===== src/rtl/mac_acc_stage_if.sv =====
// Bundles the product-in and writeback handshake signals of the MAC accumulate stage.
// The master drives operands and wb_ready; the slave returns results and status.
interface mac_acc_stage_if #(
    parameter int unsigned WIDTH = 24
);
    logic [WIDTH-1:0] prod_in;
    logic [1:0]       op;
    logic             in_valid;
    logic             in_ready;
    logic [WIDTH-1:0] wb_data;
    logic             wb_valid;
    logic             wb_ready;
    logic [WIDTH-1:0] acc_out;
    logic             ovf;
    logic             busy;

    modport master (
        output prod_in, op, in_valid, wb_ready,
        input  in_ready, wb_data, wb_valid, acc_out, ovf, busy
    );

    modport slave (
        input  prod_in, op, in_valid, wb_ready,
        output in_ready, wb_data, wb_valid, acc_out, ovf, busy
    );
endinterface


===== src/rtl/mac_acc_stage.sv =====
// Multiply-accumulate stage: applies LOAD/ADD/SUB/CLEAR to the accumulator and
// queues each LOAD/ADD/SUB result in a 2-entry FIFO toward register writeback.
module mac_acc_stage #(
    parameter int unsigned WIDTH = 24,
    parameter int unsigned DEPTH = 2
) (
    input  logic           clk,
    input  logic           rst_n,
    mac_acc_stage_if.slave bus
);
    localparam int unsigned PTR_W = (DEPTH > 1) ? $clog2(DEPTH) : 1;
    localparam int unsigned CNT_W = $clog2(DEPTH + 1);

    localparam logic [1:0] OP_LOAD = 2'b00;
    localparam logic [1:0] OP_ADD  = 2'b01;
    localparam logic [1:0] OP_SUB  = 2'b10;

    logic [WIDTH-1:0] acc_q, acc_d;
    logic             ovf_q, ovf_d;
    logic [WIDTH-1:0] mem_q [DEPTH];
    logic [WIDTH-1:0] mem_d [DEPTH];
    logic [PTR_W-1:0] rd_ptr_q, rd_ptr_d;
    logic [PTR_W-1:0] wr_ptr_q, wr_ptr_d;
    logic [CNT_W-1:0] count_q, count_d;
    logic [WIDTH-1:0] wb_data_q, wb_data_d;
    logic             wb_valid_q, wb_valid_d;
    logic             in_ready_q, in_ready_d;
    logic             busy_q, busy_d;

    logic             accept, push, pop;
    logic [WIDTH-1:0] sum, diff;
    logic             acc_s, prod_s;

    function automatic logic [PTR_W-1:0] ptr_inc(input logic [PTR_W-1:0] p);
        return (p == PTR_W'(DEPTH - 1)) ? '0 : p + PTR_W'(1);
    endfunction

    // Every output comes straight from a flop, so in_ready never sees wb_ready.
    assign accept = bus.in_valid && in_ready_q;
    assign push   = accept && (bus.op != 2'b11);
    assign pop    = wb_valid_q && bus.wb_ready;

    assign bus.in_ready = in_ready_q;
    assign bus.wb_data  = wb_data_q;
    assign bus.wb_valid = wb_valid_q;
    assign bus.acc_out  = acc_q;
    assign bus.ovf      = ovf_q;
    assign bus.busy     = busy_q;

    always_comb begin
        acc_d    = acc_q;
        ovf_d    = ovf_q;
        mem_d    = mem_q;
        rd_ptr_d = rd_ptr_q;
        wr_ptr_d = wr_ptr_q;
        count_d  = count_q;
        sum      = acc_q + bus.prod_in;
        diff     = acc_q - bus.prod_in;
        acc_s    = acc_q[WIDTH-1];
        prod_s   = bus.prod_in[WIDTH-1];

        if (accept) begin
            case (bus.op)
                OP_LOAD: acc_d = bus.prod_in;
                OP_ADD: begin
                    acc_d = sum;
                    ovf_d = ovf_q | ((acc_s == prod_s) && (sum[WIDTH-1] != acc_s));
                end
                OP_SUB: begin
                    acc_d = diff;
                    ovf_d = ovf_q | ((acc_s != prod_s) && (diff[WIDTH-1] != acc_s));
                end
                default: begin
                    acc_d = '0;
                    ovf_d = 1'b0;
                end
            endcase
        end

        // The queued value is the post-op accumulator, written on the same edge.
        if (push) begin
            mem_d[wr_ptr_q] = acc_d;
            wr_ptr_d        = ptr_inc(wr_ptr_q);
        end
        if (pop) begin
            rd_ptr_d = ptr_inc(rd_ptr_q);
        end

        case ({push, pop})
            2'b10:   count_d = count_q + CNT_W'(1);
            2'b01:   count_d = count_q - CNT_W'(1);
            default: count_d = count_q;
        endcase

        wb_valid_d = (count_d != '0);
        busy_d     = (count_d != '0);
        in_ready_d = (count_d < CNT_W'(DEPTH));
        wb_data_d  = wb_valid_d ? mem_d[rd_ptr_d] : wb_data_q;
    end

    always_ff @(posedge clk) begin
        if (!rst_n) begin
            acc_q      <= '0;
            ovf_q      <= 1'b0;
            mem_q      <= '{default: '0};
            rd_ptr_q   <= '0;
            wr_ptr_q   <= '0;
            count_q    <= '0;
            wb_data_q  <= '0;
            wb_valid_q <= 1'b0;
            in_ready_q <= 1'b1;
            busy_q     <= 1'b0;
        end else begin
            acc_q      <= acc_d;
            ovf_q      <= ovf_d;
            mem_q      <= mem_d;
            rd_ptr_q   <= rd_ptr_d;
            wr_ptr_q   <= wr_ptr_d;
            count_q    <= count_d;
            wb_data_q  <= wb_data_d;
            wb_valid_q <= wb_valid_d;
            in_ready_q <= in_ready_d;
            busy_q     <= busy_d;
        end
    end
endmodule


===== src/flat_wrapper.sv =====
// flat-port wrapper written by rule: the top's interface ports become plain ports
module mac_acc_stage_flat 
#(
    parameter int unsigned WIDTH = 24,
    parameter int unsigned DEPTH = 2
)
  (clk, rst_n, bus_prod_in, bus_op, bus_in_valid, bus_wb_ready, bus_in_ready, bus_wb_data, bus_wb_valid, bus_acc_out, bus_ovf, bus_busy);
  mac_acc_stage_if #(.WIDTH(WIDTH)) bus_i ();
  input  logic clk;
  input  logic rst_n;
  input wire logic [$bits(bus_i.prod_in)-1:0] bus_prod_in;
  input wire logic [$bits(bus_i.op)-1:0] bus_op;
  input wire logic [$bits(bus_i.in_valid)-1:0] bus_in_valid;
  input wire logic [$bits(bus_i.wb_ready)-1:0] bus_wb_ready;
  output wire logic [$bits(bus_i.in_ready)-1:0] bus_in_ready;
  output wire logic [$bits(bus_i.wb_data)-1:0] bus_wb_data;
  output wire logic [$bits(bus_i.wb_valid)-1:0] bus_wb_valid;
  output wire logic [$bits(bus_i.acc_out)-1:0] bus_acc_out;
  output wire logic [$bits(bus_i.ovf)-1:0] bus_ovf;
  output wire logic [$bits(bus_i.busy)-1:0] bus_busy;
  assign bus_i.prod_in = bus_prod_in;
  assign bus_i.op = bus_op;
  assign bus_i.in_valid = bus_in_valid;
  assign bus_i.wb_ready = bus_wb_ready;
  assign bus_in_ready = bus_i.in_ready;
  assign bus_wb_data = bus_i.wb_data;
  assign bus_wb_valid = bus_i.wb_valid;
  assign bus_acc_out = bus_i.acc_out;
  assign bus_ovf = bus_i.ovf;
  assign bus_busy = bus_i.busy;
  mac_acc_stage #(.WIDTH(WIDTH), .DEPTH(DEPTH)) u_core (.clk(clk), .rst_n(rst_n), .bus(bus_i));
endmodule

===== config.mk =====
export PLATFORM = sky130hd
export DESIGN_NAME = mac_acc_stage_flat
export DESIGN_NICKNAME = d
export VERILOG_FILES = /design/src/rtl/mac_acc_stage_if.sv /design/src/rtl/mac_acc_stage.sv /design/src/flat_wrapper.sv
export SDC_FILE = /design/constraint.sdc
export NUM_CORES = 1
export LEC_CHECK = 0
export ABC_AREA = 1
export BUFFER_PORTS_ARGS = -buffer_cell sky130_fd_sc_hd__buf_2
export CAP_MARGIN = 20
export CORE_AREA = 2 2 120 122
export CTS_CLUSTER_SIZE = 14
export DETAILED_ROUTE_END_ITERATION = 6
export DIE_AREA = 0 0 122 124
export PLACE_DENSITY_LB_ADDON = 0.05
export SYNTH_ARGS = -nofsm -noshare
export SYNTH_HDL_FRONTEND = slang
export SYNTH_SLANG_ARGS = --single-unit
export TNS_END_PERCENT = 100

===== constraint.sdc =====
create_clock -name clk -period 2.7 [get_ports clk]
set_input_delay 0.675 -clock clk [delete_from_list [all_inputs] [get_ports clk]]
set_output_delay 0.675 -clock clk [all_outputs]
set_load 0.005 [all_outputs]

==> results.cfg <==
[detailed_routing]
wl_met1_mm = 11.6
drt-total-wl_mm = 26.4
vias = 9222
wl_per_cell_um = 15.4
wl_met3_mm = 2.28
drc = 0
routed_via_density = 5.39
drt_iter0_drc = 883
detail-route-antenna-nets = 0
wl_met2_mm = 11.6
highest_layer = met4
drtPass1Iterations = 5

[power_and_ir_drop]
p_per_area_mw_per_mm2 = 644
p_leak_nw = 5.45
ir_drop_mv = 1.13
power_mw = 6.61

[logic_synthesis]
syn_area_sq_mm = 0.00822
synth_cell_types = 40
syn_area_per_cell_sq_um = 6.11
synth_top_area_share_pct = 25.1
synth_simple_gate_area_share_pct = 42.4
synth_top_family_by_area = simple AND/OR/NAND/NOR gates
synth_area_leaders = dfxtp_1, nand2_1, ha_1
synth_xor_area_share_pct = 0.533
seq_area_frac_synth_pct = 25.1
synth_mux_area_share_pct = 0
yosysWarningCount = 0
synth_compound_area_share_pct = 11.2
synth_nets = 1428
post_synth_fa_ha_maj_area_fraction_pct = 8.25
yosys.area.top_type = dfxtp_1
ys_seq_elements = 103
syn_inst = 1345

[placed_design]
placed_area_sq_mm = 0.00965
port_buffers = 81
hpwlAfterDp_mm = 20.4
place.gp.congestion = 0.996

[grt]
grt_pass1_wl_mm = 41.0
grt_antenna_before_repair = 0
grt.total_usage_pct = 34.9
overflow = 0
grt_max_degree = 51
grt_pass1_vias = 8279

[clock_tree]
htreeDepth = 3
cts_buffer_depth = 2
cts_inserted_buffers = 9
insertion_delay_ps = 350
cts.sinks = 103
cts-root-buf = clkbuf_16
path_clk_slew_ps = 60
hold_buffers = 0
cts_tree = yes

[outcome]
status = completed

[finish]
postLayoutCellArea_sq_mm = 0.0103
final_nets = 1611
syn_to_final_growth_pct = 24.9
num-fill-cells = 1183
multiInputGateArea_sq_mm = 0.00544
register_area_sq_mm = 0.00206
antenna_cells = 0
drive_gt1_share_pct = 27.4

[sta]
tightest_slew_ps = 478
slew_headroom_pct = 68.1
maxSlewViolCount = 0
post-route-min-period_ps = 2550
fin_crit_sh_pct = 94.5
hold_viol = 0
setup_violations = 0
fmax_ghz = 0.392
fin_skew_ps = 4.84

[floorplan]
core-area_sq_mm = 0.0137
num_rows = 43
die_area_sq_mm = 0.0151
initial_utilization_pct = 59.9
die_width_um = 122
num_io_pins = 82
die_h_um = 124

[worst_setup_path]
worstPathRequired_ps = 2970
worstSetupEndpointType = flop
crit_type = input port to flop
crit_path_max_fanout = 6
cp_data_arrival_time_ps = 2820
crit_path_start_kind = input port

[worst_hold_path]
hold_path_class = flop to flop

[flow_run]
cap_violations = 0
==> per-stage QoR <==
stage                     setup TNS [ps]  util, %  hold WS [ps]  setup WS (ps)  instances
after CTS                              0     72.4           465           58.9       1707
after global placement             -6110     70.4           449           -268       1693
after detailed placement           -7910     70.4           455           -302       1693
after global routing                -184     74.9           489          -50.7       1711
after floorplan                        0        -           460            152       1345
final                                  0     74.9           464            149       1711
==> state kept, by name, indices dropped and copies added, names as in the netlist <==
signal	flops
u_core.wr_ptr_q	1
u_core.mem_q	48
u_core.rd_ptr_q	1
u_core.bus.ovf	1
u_core.bus.in_ready	1
u_core.count_q	2
u_core.bus.wb_valid	1
u_core.bus.wb_data	24
u_core.bus.acc_out	24
==> synthesized netlist by cell type, drive strengths merged <==
cell	instances
nand2	434
inv	185
nor2	164
nand3	124
dfxtp	103
a21oi	80
ha	51
o21ai	49
buf	35
or2	30
nand4	25
clkbuf	22
a22oi	8
o211ai	5
o221ai	5
o21a	4
o21bai	4
xor2	4
nor3	3
clkinv	2
fa	2
nand3b	2
nor4	2
a31oi	1
xnor2	1
==> layout make-up <==
class / count / share of cell area, %
clock buffer: 13 / 2.44
clock inverter: 1 / 0.292
inverter: 187 / 6.83
multi-input combinational: 998 / 53.0
sequential: 103 / 20.1
tap: 180 / 2.19
timing repair buffer: 229 / 15.2
==> critical path: stages <==
cell	delay [ps]
buf_2	110
inv_1	130
ha_4	240
nand2_1	60
nand2_1	110
inv_1	100
nand3_1	220
a21oi_1	220
o21ai_0	110
o211ai_1	120
nand2_1	140
nand3_1	110
o21ai_0	110
nand2_1	80
nand3_1	120
a21oi_1	160
==> report_power, final <==
group | switching [mW] | internal (mW)
Combinational | 1.98 | 1.34
Clock | 0.521 | 0.735
Sequential | 0.194 | 1.84
==> cell families (layout without fill, tap and decap cells) <==
| family | count (synthesis) | count (layout) |
|---|---|---|
| flops | 103 | 103 |
| buf+inv | 244 | 430 |
| simple gates | 784 | 784 |
| fa+ha+maj | 53 | 53 |
| compound gates | 156 | 156 |
| xor+xnor | 5 | 5 |
==> layer usage <==
metal	vias up	track usage, %
met1	4180	48.2
met5	-	0
li1	4591	-
met2	384	55.1
met3	67	4.44
met4	0	14.3
==> final timing paths <==
kind                                              from                      to  slack [ps]  cells after the start
worst max-delay path                    bus_prod_in[4]   u_core.bus.wb_data[5]         150                     16
worst min-delay path            u_core.bus.wb_data[19]  u_core.bus.wb_data[19]         460                      2
worst max register to register   u_core.bus.acc_out[3]   u_core.bus.wb_data[5]         200                     14
worst min register to register  u_core.bus.wb_data[19]  u_core.bus.wb_data[19]         460                      2
==> layout by cell type (no fill, tap or decap), types with 12 or more instances in the layout <==
master | netlist | layout
buf_2 | 17 | 81
ha_4 | 0 | 14
nand2_2 | 21 | 26
a21oi_2 | 12 | 16
nand3_1 | 115 | 111
nand2_1 | 408 | 402
dfxtp_1 | 103 | 101
nor2_2 | 18 | 29
buf_4 | 11 | 144
inv_1 | 165 | 163
nand3_2 | 9 | 12
or2_2 | 28 | 28
inv_2 | 20 | 22
a21oi_1 | 68 | 64
nor2_1 | 140 | 128
ha_1 | 51 | 34
nand4_1 | 24 | 24
o21ai_0 | 42 | 37
==> repair_timing <==
| item | CTS | global route |
|---|---|---|
| gates resized for setup | 0 | 71 |
| endpoints found under the setup margin | 0 | 40 |
| buffers inserted | 0 | 4 |
| endpoints found under the hold margin | 0 | 0 |
Power figures use the tool's default switching activity.
